File: config.mk
export PLATFORM = sky130hd
export DESIGN_NAME = rv_memory
export DESIGN_NICKNAME = d
export VERILOG_FILES = /design/src/rtl/rv_pkg.sv /design/src/rtl/rv_mem_align.sv /design/src/rtl/rv_memory.sv
export SDC_FILE = /design/constraint.sdc
export NUM_CORES = 1
export LEC_CHECK = 0
export BUFFER_PORTS_ARGS = -buffer_cell sky130_fd_sc_hd__buf_2
export CAP_MARGIN = 10
export CORE_MARGIN = 10
export CORE_UTILIZATION = 50
export DETAILED_ROUTE_END_ITERATION = 7
export GPL_ROUTABILITY_DRIVEN = 0
export PLACE_DENSITY = 0.95
export SYNTH_ARGS = -nofsm -noshare
export SYNTH_HDL_FRONTEND = slang
export SYNTH_SLANG_ARGS = --single-unit
File: constraint.sdc
create_clock -name i_clk -period 13.75 [get_ports i_clk]
set_input_delay 1.375 -clock i_clk [delete_from_list [all_inputs] [get_ports i_clk]]
set_output_delay 1.375 -clock i_clk [all_outputs]
set_load 0.05 [all_outputs]
File: src/rtl/rv_pkg.sv
// Shared encodings for the memory stage: result-select codes, load/store
// width codes and the bus FSM state type.
package rv_pkg;

  localparam logic [1:0] RES_ALU = 2'b00;
  localparam logic [1:0] RES_MEM = 2'b01;
  localparam logic [1:0] RES_PC4 = 2'b10;

  localparam logic [2:0] LS_B  = 3'b000;
  localparam logic [2:0] LS_H  = 3'b001;
  localparam logic [2:0] LS_W  = 3'b010;
  localparam logic [2:0] LS_BU = 3'b100;
  localparam logic [2:0] LS_HU = 3'b101;

  typedef enum logic {
    IDLE = 1'b0,
    WAIT = 1'b1
  } mem_state_t;

endpackage

File: src/rtl/rv_mem_align.sv
// Byte-lane steering for the data bus: byte enables, replicated store data
// and misalignment detection from the low address bits and funct3.
module rv_mem_align
  import rv_pkg::*;
(
  input  logic [1:0]  i_addr,
  input  logic [2:0]  i_funct3,
  input  logic        i_store,
  input  logic [31:0] i_wdata,
  output logic [3:0]  o_be,
  output logic [31:0] o_wdata,
  output logic        o_misaligned
);

  // Loads always fetch the whole word; the write stage extracts the lane.
  always_comb begin
    o_be         = 4'b1111;
    o_wdata      = i_wdata;
    o_misaligned = 1'b0;
    case (i_funct3)
      LS_B, LS_BU: begin
        if (i_store) begin
          o_be    = 4'b0001 << i_addr;
          o_wdata = {4{i_wdata[7:0]}};
        end
      end
      LS_H, LS_HU: begin
        o_misaligned = i_addr[0];
        if (i_store) begin
          o_be    = i_addr[1] ? 4'b1100 : 4'b0011;
          o_wdata = {2{i_wdata[15:0]}};
        end
      end
      LS_W: o_misaligned = |i_addr;
      default: ;
    endcase
  end

endmodule

File: src/rtl/rv_memory.sv
// Memory-access pipeline stage: registers execute results, runs the data bus
// req/ack cycle, stalls while it is outstanding and flags faults.
module rv_memory
  import rv_pkg::*;
#(
  parameter int TIMEOUT = 255,
  parameter int CNT_W   = 8
) (
  input  logic        i_clk,
  input  logic        i_reset,
  input  logic        i_valid,
  input  logic        i_flush,
  input  logic [31:0] i_alu_result,
  input  logic [31:0] i_wdata,
  input  logic        i_mem_write,
  input  logic        i_reg_write,
  input  logic [4:0]  i_rd,
  input  logic [1:0]  i_res_src,
  input  logic [29:0] i_pc_p4,
  input  logic [2:0]  i_funct3,
  output logic [31:0] o_alu_result,
  output logic        o_reg_write,
  output logic [4:0]  o_rd,
  output logic [1:0]  o_res_src,
  output logic [29:0] o_pc_p4,
  output logic [2:0]  o_funct3,
  output logic [31:0] o_rdata,
  output logic        o_stall,
  output logic        o_misaligned,
  output logic        o_bus_err,
  output logic        o_dbus_req,
  output logic        o_dbus_we,
  output logic [29:0] o_dbus_addr,
  output logic [3:0]  o_dbus_be,
  output logic [31:0] o_dbus_wdata,
  input  logic        i_dbus_ack,
  input  logic [31:0] i_dbus_rdata,
  output mem_state_t  o_dbg_state
);

  localparam logic [CNT_W-1:0] TO_CNT = CNT_W'(TIMEOUT);
  localparam logic             TO_EN  = (TIMEOUT != 0);

  logic        r_valid;
  logic [31:0] r_alu_result;
  logic [31:0] r_wdata;
  logic        r_mem_write;
  logic        r_reg_write;
  logic [4:0]  r_rd;
  logic [1:0]  r_res_src;
  logic [29:0] r_pc_p4;
  logic [2:0]  r_funct3;
  logic [31:0] r_rdata;
  logic [CNT_W-1:0] r_cnt;
  mem_state_t  r_state;
  mem_state_t  w_state_nxt;

  logic        w_memop;
  logic        w_align_mis;
  logic        w_mis;
  logic        w_go;
  logic        w_req;
  logic        w_timeout;
  logic [3:0]  w_be;
  logic [31:0] w_wdata;

  rv_mem_align u_align (
    .i_addr       (r_alu_result[1:0]),
    .i_funct3     (r_funct3),
    .i_store      (r_mem_write),
    .i_wdata      (r_wdata),
    .o_be         (w_be),
    .o_wdata      (w_wdata),
    .o_misaligned (w_align_mis)
  );

  assign w_memop   = r_valid & (r_mem_write | (r_res_src == RES_MEM));
  assign w_mis     = w_memop & w_align_mis;
  assign w_go      = w_memop & ~w_align_mis;
  assign w_timeout = (r_state == WAIT) & ~i_dbus_ack & TO_EN & (r_cnt == TO_CNT);

  always_ff @(posedge i_clk or posedge i_reset) begin
    if (i_reset) begin
      r_valid      <= 1'b0;
      r_alu_result <= '0;
      r_wdata      <= '0;
      r_mem_write  <= 1'b0;
      r_reg_write  <= 1'b0;
      r_rd         <= '0;
      r_res_src    <= '0;
      r_pc_p4      <= '0;
      r_funct3     <= '0;
    end else if (!o_stall) begin
      r_valid      <= i_valid & ~i_flush;
      r_alu_result <= i_alu_result;
      r_wdata      <= i_wdata;
      r_mem_write  <= i_mem_write;
      r_reg_write  <= i_reg_write;
      r_rd         <= i_rd;
      r_res_src    <= i_res_src;
      r_pc_p4      <= i_pc_p4;
      r_funct3     <= i_funct3;
    end
  end

  always_ff @(posedge i_clk or posedge i_reset) begin
    if (i_reset) r_state <= IDLE;
    else         r_state <= w_state_nxt;
  end

  // Bus handshake: o_dbus_req rises when an aligned memop sits in the stage
  // and stays high with addr/be/we/wdata frozen until the cycle i_dbus_ack is
  // seen (possibly the request cycle itself) or the wait times out.
  always_comb begin
    w_state_nxt = r_state;
    w_req       = 1'b0;
    case (r_state)
      IDLE: begin
        w_req = w_go;
        if (w_go && !i_dbus_ack) w_state_nxt = WAIT;
      end
      WAIT: begin
        w_req = 1'b1;
        if (i_dbus_ack || w_timeout) w_state_nxt = IDLE;
      end
      default: w_state_nxt = IDLE;
    endcase
  end

  always_ff @(posedge i_clk or posedge i_reset) begin
    if (i_reset)                r_cnt <= '0;
    else if (r_state == IDLE)   r_cnt <= '0;
    else if (r_cnt != '1)       r_cnt <= r_cnt + 1'b1;
  end

  always_ff @(posedge i_clk or posedge i_reset) begin
    if (i_reset)                  r_rdata <= '0;
    else if (w_req && i_dbus_ack) r_rdata <= i_dbus_rdata;
  end

  assign o_stall      = w_go & ~i_dbus_ack & ~w_timeout;
  assign o_reg_write  = r_valid & r_reg_write & ~o_stall & ~w_mis & ~w_timeout;
  assign o_misaligned = w_mis;
  assign o_bus_err    = w_timeout;
  assign o_alu_result = r_alu_result;
  assign o_rd         = r_rd;
  assign o_res_src    = r_res_src;
  assign o_pc_p4      = r_pc_p4;
  assign o_funct3     = r_funct3;
  assign o_rdata      = r_rdata;
  assign o_dbus_req   = w_req;
  assign o_dbus_we    = w_req & r_mem_write;
  assign o_dbus_addr  = r_alu_result[31:2];
  assign o_dbus_be    = w_req ? w_be : 4'b0000;
  assign o_dbus_wdata = w_req ? w_wdata : 32'h0;
  assign o_dbg_state  = r_state;

endmodule

**After elaboration in Yosys (flattened, before gate mapping)**

Index checks and enable logic that the tools add are counted.

- Register bits: 148
- Bits in latches: 0
- Bits in writable memories: 0
- Memory bits (read-only): 0
- Input port bits: 143
- Output and inout port bits: 177
- Logic and storage cells: 67
- Memories kept: 0

- Add/sub/neg operators: 1
- $mul: 0
- Divide/modulo/power cells: 0
- $lt $le $gt $ge: 0
- Equal/unequal tests: 8
- Shift-type cells: 1
- Multiplexer cells: 16
- Bitwise gates (word level): 21
- Reductions and logical operators: 8

Operator list:

| cell | number |
|---|---|
| $mux W32 | 3 |
| $pmux W32 S2 | 1 |
| $mux W4 | 4 |
| $mux W8 | 2 |
| $and A1 B1 Y1 | 13 |
| $add A8 B1 Y8 const B | 1 |
| $eq A8 B8 Y1 const B | 1 |
| $ne A8 B8 Y1 const B | 1 |
| $pmux W4 S2 | 1 |
| $not A1 Y1 | 7 |
| $eq A3 B3 Y1 const B | 2 |
| $pmux W1 S2 | 3 |
| $reduce_or A2 Y1 | 3 |
| $shl A1 B2 Y4 const A | 1 |
| $eq A3 B1 Y1 const B | 1 |
| $eq A3 B2 Y1 const B | 1 |
| $logic_not A3 Y1 | 1 |
| $eq A2 B1 Y1 const B | 1 |
| $logic_and A1 B1 Y1 | 2 |
| $mux W1 | 2 |
| $ne A2 B1 Y1 const B | 1 |
| $logic_not A1 Y1 | 1 |
| $logic_or A1 B1 Y1 | 1 |
| $or A1 B1 Y1 | 1 |

**Longest topological paths before layout**

- Depth in word-level cells: 11
- Mapped depth: 8
- Depth with buffers taken out: 5

**Modules after synthesis**

Synthesis repeated with hierarchy kept, for this count alone.

- Cells, all modules: 481
- Area total of the unflattened synthesis: 6680.2 um2

Modules (own cells, without submodules):

| module | instances | cells each | area each (um2) |
|---|---|---|---|
| rv_memory | 1 | 425 | 6109.6 |
| rv_mem_align | 1 | 56 | 570.5 |

**Worst setup path before layout**

No wires, ideal clock.

- Kind: in2out
- Start point: input i_dbus_ack
- End point: output o_reg_write
- Arrival time: 3.375 ns
- Data required time: 12.375 ns
- Slack: 9.000 ns
- Stages on the path: 4
- Buffers on the path: 2
- Path through: nor4_2 buf_6 buf_2 nor4_1

- Longest elaborated chain between the ends: 9

RTL lines:

| item | line | source |
|---|---|---|
| from (decl) | rv_memory.sv:36 | `input logic i_dbus_ack,` |
| $not A1 Y1 (*) | rv_memory.sv:80, rv_memory.sv:141 |  |
| $and A1 B1 Y1 (2 in series) | rv_memory.sv:80 | `assign w_timeout = (r_state == WAIT) & ~i_dbus_ack & TO_EN & (r_cnt == TO_CNT);` |
| $not A1 Y1 | rv_memory.sv:141 | `assign o_stall = w_go & ~i_dbus_ack & ~w_timeout;` |
| $and A1 B1 Y1 (*) | rv_memory.sv:141 |  |
| net o_stall | rv_memory.sv:28 | `output logic o_stall,` |
| $not A1 Y1 (*) | rv_memory.sv:142 | `assign o_reg_write = r_valid & r_reg_write & ~o_stall & ~w_mis & ~w_timeout;` |
| $and A1 B1 Y1 (*) (3 in series) | rv_memory.sv:142 |  |
| to (decl) | rv_memory.sv:22 | `output logic o_reg_write,` |

The timed path passes the listed nets; every way through them passes the cells marked *.

**Final worst setup path**

- Start point: register r_funct3[0], in the netlist o_funct3[0]
- End point: output o_stall

- Longest elaborated chain between the ends: 7

RTL lines:

| item | line | source |
|---|---|---|
| from (decl) | rv_memory.sv:52 | `logic [2:0] r_funct3;` |
| from (signal assigned) | rv_memory.sv:102 | `r_funct3 <= i_funct3;` |
| $eq A3 B1 Y1 or $eq A3 B3 Y1 (tied branches) | rv_mem_align.sv:20 | `case (i_funct3)` |
| $reduce_or A2 Y1 | rv_mem_align.sv:20 |  |
| $pmux W1 S2 (*) | rv_mem_align.sv:20 |  |
| $not A1 Y1 (*) | rv_memory.sv:79 | `assign w_go = w_memop & ~w_align_mis;` |
| $and A1 B1 Y1 (*) | rv_memory.sv:79 |  |
| $and A1 B1 Y1 (*) (2 in series) | rv_memory.sv:141 |  |
| to (decl) | rv_memory.sv:28 |  |

Mark *: on every way between the ends. The rest lies on a longest branch, timed or not.

==> impl_metrics.tcl <==
set metrics [dict create \
    tritoncts "built" \
    ctsLongestPathBuffers 2 \
    peakVddDrop_mv 0.0800 \
    synth_area_leaders "dfrtp_1, mux2_2, buf_4" \
    dieWidth_um 135 \
    total_power_uw 1490 \
    syn_nets 637 \
    clkTransAtPathRegs_ns 0.06 \
    cts_num_sinks 148 \
    post_cts_buffers 0 \
    die_h_um 135 \
    whs_ns 0.491 \
    critPathKind "reg2out" \
    postSynthAreaPerCell_um2 13.3 \
    setup_ws_ns 9.28 \
    slew_violations 0 \
    maxCapViolCount 0 \
    crit_path_start_kind "flop" \
    grt_pass1_wl_mm 29.4 \
    synth.most_common_cell "dfrtp_1" \
    grt_use_total 0.208 \
    cts_resized 0 \
    synth_ff_type "dfrtp_1" \
    ios 320 \
    drt-total-wl_mm 19.4 \
    yosys_register_bits 148 \
    end_kind "output port" \
    setup_tns_ns 0 \
    grt_pass1_vias 5422 \
    hpwl_mm 15.1 \
    finalClockSkew_ns 0.00766 \
    max_slew.worst_pin.slew_ns 1.16 \
    drtIter0Drc 275 \
    grt_overflow 0 \
    max_freq_mhz 224 \
    synth_top_area_cell "dfrtp_1" \
    start_util 0.516 \
    status "finished, final reports clean" \
    vias_per_cell 5.17 \
    die-area_um2 18100 \
    synthDistinctLibCells 46 \
    synth_top_area_frac 0.564 \
    syn-cell-area_um2 6560 \
    dr.pass1.iters 4 \
    io_buffers 319 \
    cp.arrival_ns 3.09 \
    cellLeakagePower_uw 0.00425 \
    ctsRootBufferMaster "clkbuf_16" \
    numCtsBuffers 17 \
    antenna_found_initial 3 \
    rows 41 \
    layout.nets 923 \
    min_path_type "reg2reg" \
    cp.required_ns 12.38 \
    clk_latency_ns 0.42 \
    dp_slack_ns 9.41 \
    fill_cells 942 \
    relSlewSlack 0.219 \
    grt_max_degree 77 \
    synthCells 493 \
    antenna_left 0 \
    placed_cell_area_um2 8030 \
    rrSetupSlack_ns 9.66 \
    rsz0062_at_grt "false" \
    synth_edf_count 0 \
    ys_top_cells_by_count "dfrtp_1, mux2_2, nand2_1, buf_4, a21oi_1" \
    critPathMaxFanout 28 \
    ys_seq_area_frac 0.564 \
    cts_hold_buf 0 \
    htreeDepth 4 \
    p_per_area_nw_per_um2 172 \
    fin_crit_ns 4.47 \
    area_delta_synth_final_pct 31.9 \
    setup_viol 0 \
    drive_above_1_share 0.633 \
    route.detailed.drc 0 \
    ys_warn_count 0 \
    routedWlPerCell_um 20.1 \
    final_hold_viol_count 0 \
    async_flop_share 1.00 \
    coreArea_um2 12700 \
    vias 4998 \
    period_share 0.325 \
    fin_area_um2 8650 \
]
-- metal layers --
metal,share of wire,wire length [µm],track usage,vias to the layer above
li1,-,-,-,2274
met1,0.36,6920,0.213,2443
met2,0.52,10200,0.363,243
met3,0.099,1920,0.0916,38
met4,0.022,425,0.0852,0
met5,0,0,0,-
-- cell families (layout without fill, tap and decap cells) --
kind of cell | Yosys count | in the layout | share of synthesized area
compound gates | 58 | 58 | 0.0541
xor+xnor | 1 | 1 | 0.00133
simple gates | 76 | 76 | 0.0585
other cells | 0 | 2 | 0
flops | 148 | 148 | 0.564
fa+ha+maj | 1 | 1 | 0.00191
buf+inv | 62 | 361 | 0.0637
mux | 147 | 147 | 0.256
-- state kept, by name (all words and copies together) (netlist names), 2 cells and up --
signal	cells
o_rd	5
o_pc_p4	30
r_cnt	8
o_rdata	32
o_res_src	2
o_alu_result	32
r_wdata	32
o_funct3	3
-- placed cells by master, fill, tap and decap left out, types with 2 or more instances in the layout --
cell type	n
clkinv_2	2
a31oi_1	2
dfrtp_1	148
nor2_1	13
buf_2	319
clkinvlp_4	3
buf_4	4
nand2_1	33
clkbuf_8	3
nor3_1	3
inv_6	3
and2_1	9
a21oi_1	21
nand2b_1	2
o21ai_0	16
a211oi_1	8
mux2_2	127
mux2_4	10
bufinv_16	3
diode_2	2
clkbuf_16	17
mux2i_1	9
o21bai_1	2
inv_1	5
-- final timing paths --
check / startpoint / endpoint / depth (start not counted)
worst min-delay path: o_rdata[28] / o_rdata[28] / 1
worst max register to register: o_funct3[0] / o_pc_p4[25] / 5
worst max-delay path: o_funct3[0] / o_stall / 3
worst min register to register: o_rdata[28] / o_rdata[28] / 1
min in group asynchronous: i_reset / o_rd[1] / 2
max in group asynchronous: i_reset / r_wdata[9] / 3
-- report_power, final --
part	leakage (µW)	switching (µW)	internal, µW
clock network	0.000296	180	301
registers	0.00175	39.4	494
logic	0.00220	349	124
total	0.00425	568	919
-- through the flow --
stage	util	std cells
6_report	0.680	966
4_1_cts	0.680	964
5_1_grt	0.680	966
2_1_floorplan	-	493
3_3_place_gp	0.631	932
3_5_place_dp	0.631	932
-- worst max-delay path, cell delays in order, from the launching register on --
cell     delay (ns)
dfrtp_1        0.98
o31ai_1        0.28
nor4_4         0.99
buf_2          0.43
-- cell type report --
| class | count | area [µm²] | share of cell area |
|---|---|---|---|
| Multi-Input combinational cell | 283 | 2460 | 0.284 |
| Tap cell | 172 | 215 | 0.0249 |
| Sequential cell | 148 | 3700 | 0.428 |
| Timing Repair Buffer | 323 | 1630 | 0.188 |
| Clock inverter | 11 | 149 | 0.0172 |
| Antenna cell | 2 | 5.00 | 0.000578 |
| Inverter | 6 | 27.5 | 0.00318 |
| Clock buffer | 21 | 470 | 0.0544 |
Note: power is estimated with default switching activity, not from simulation.
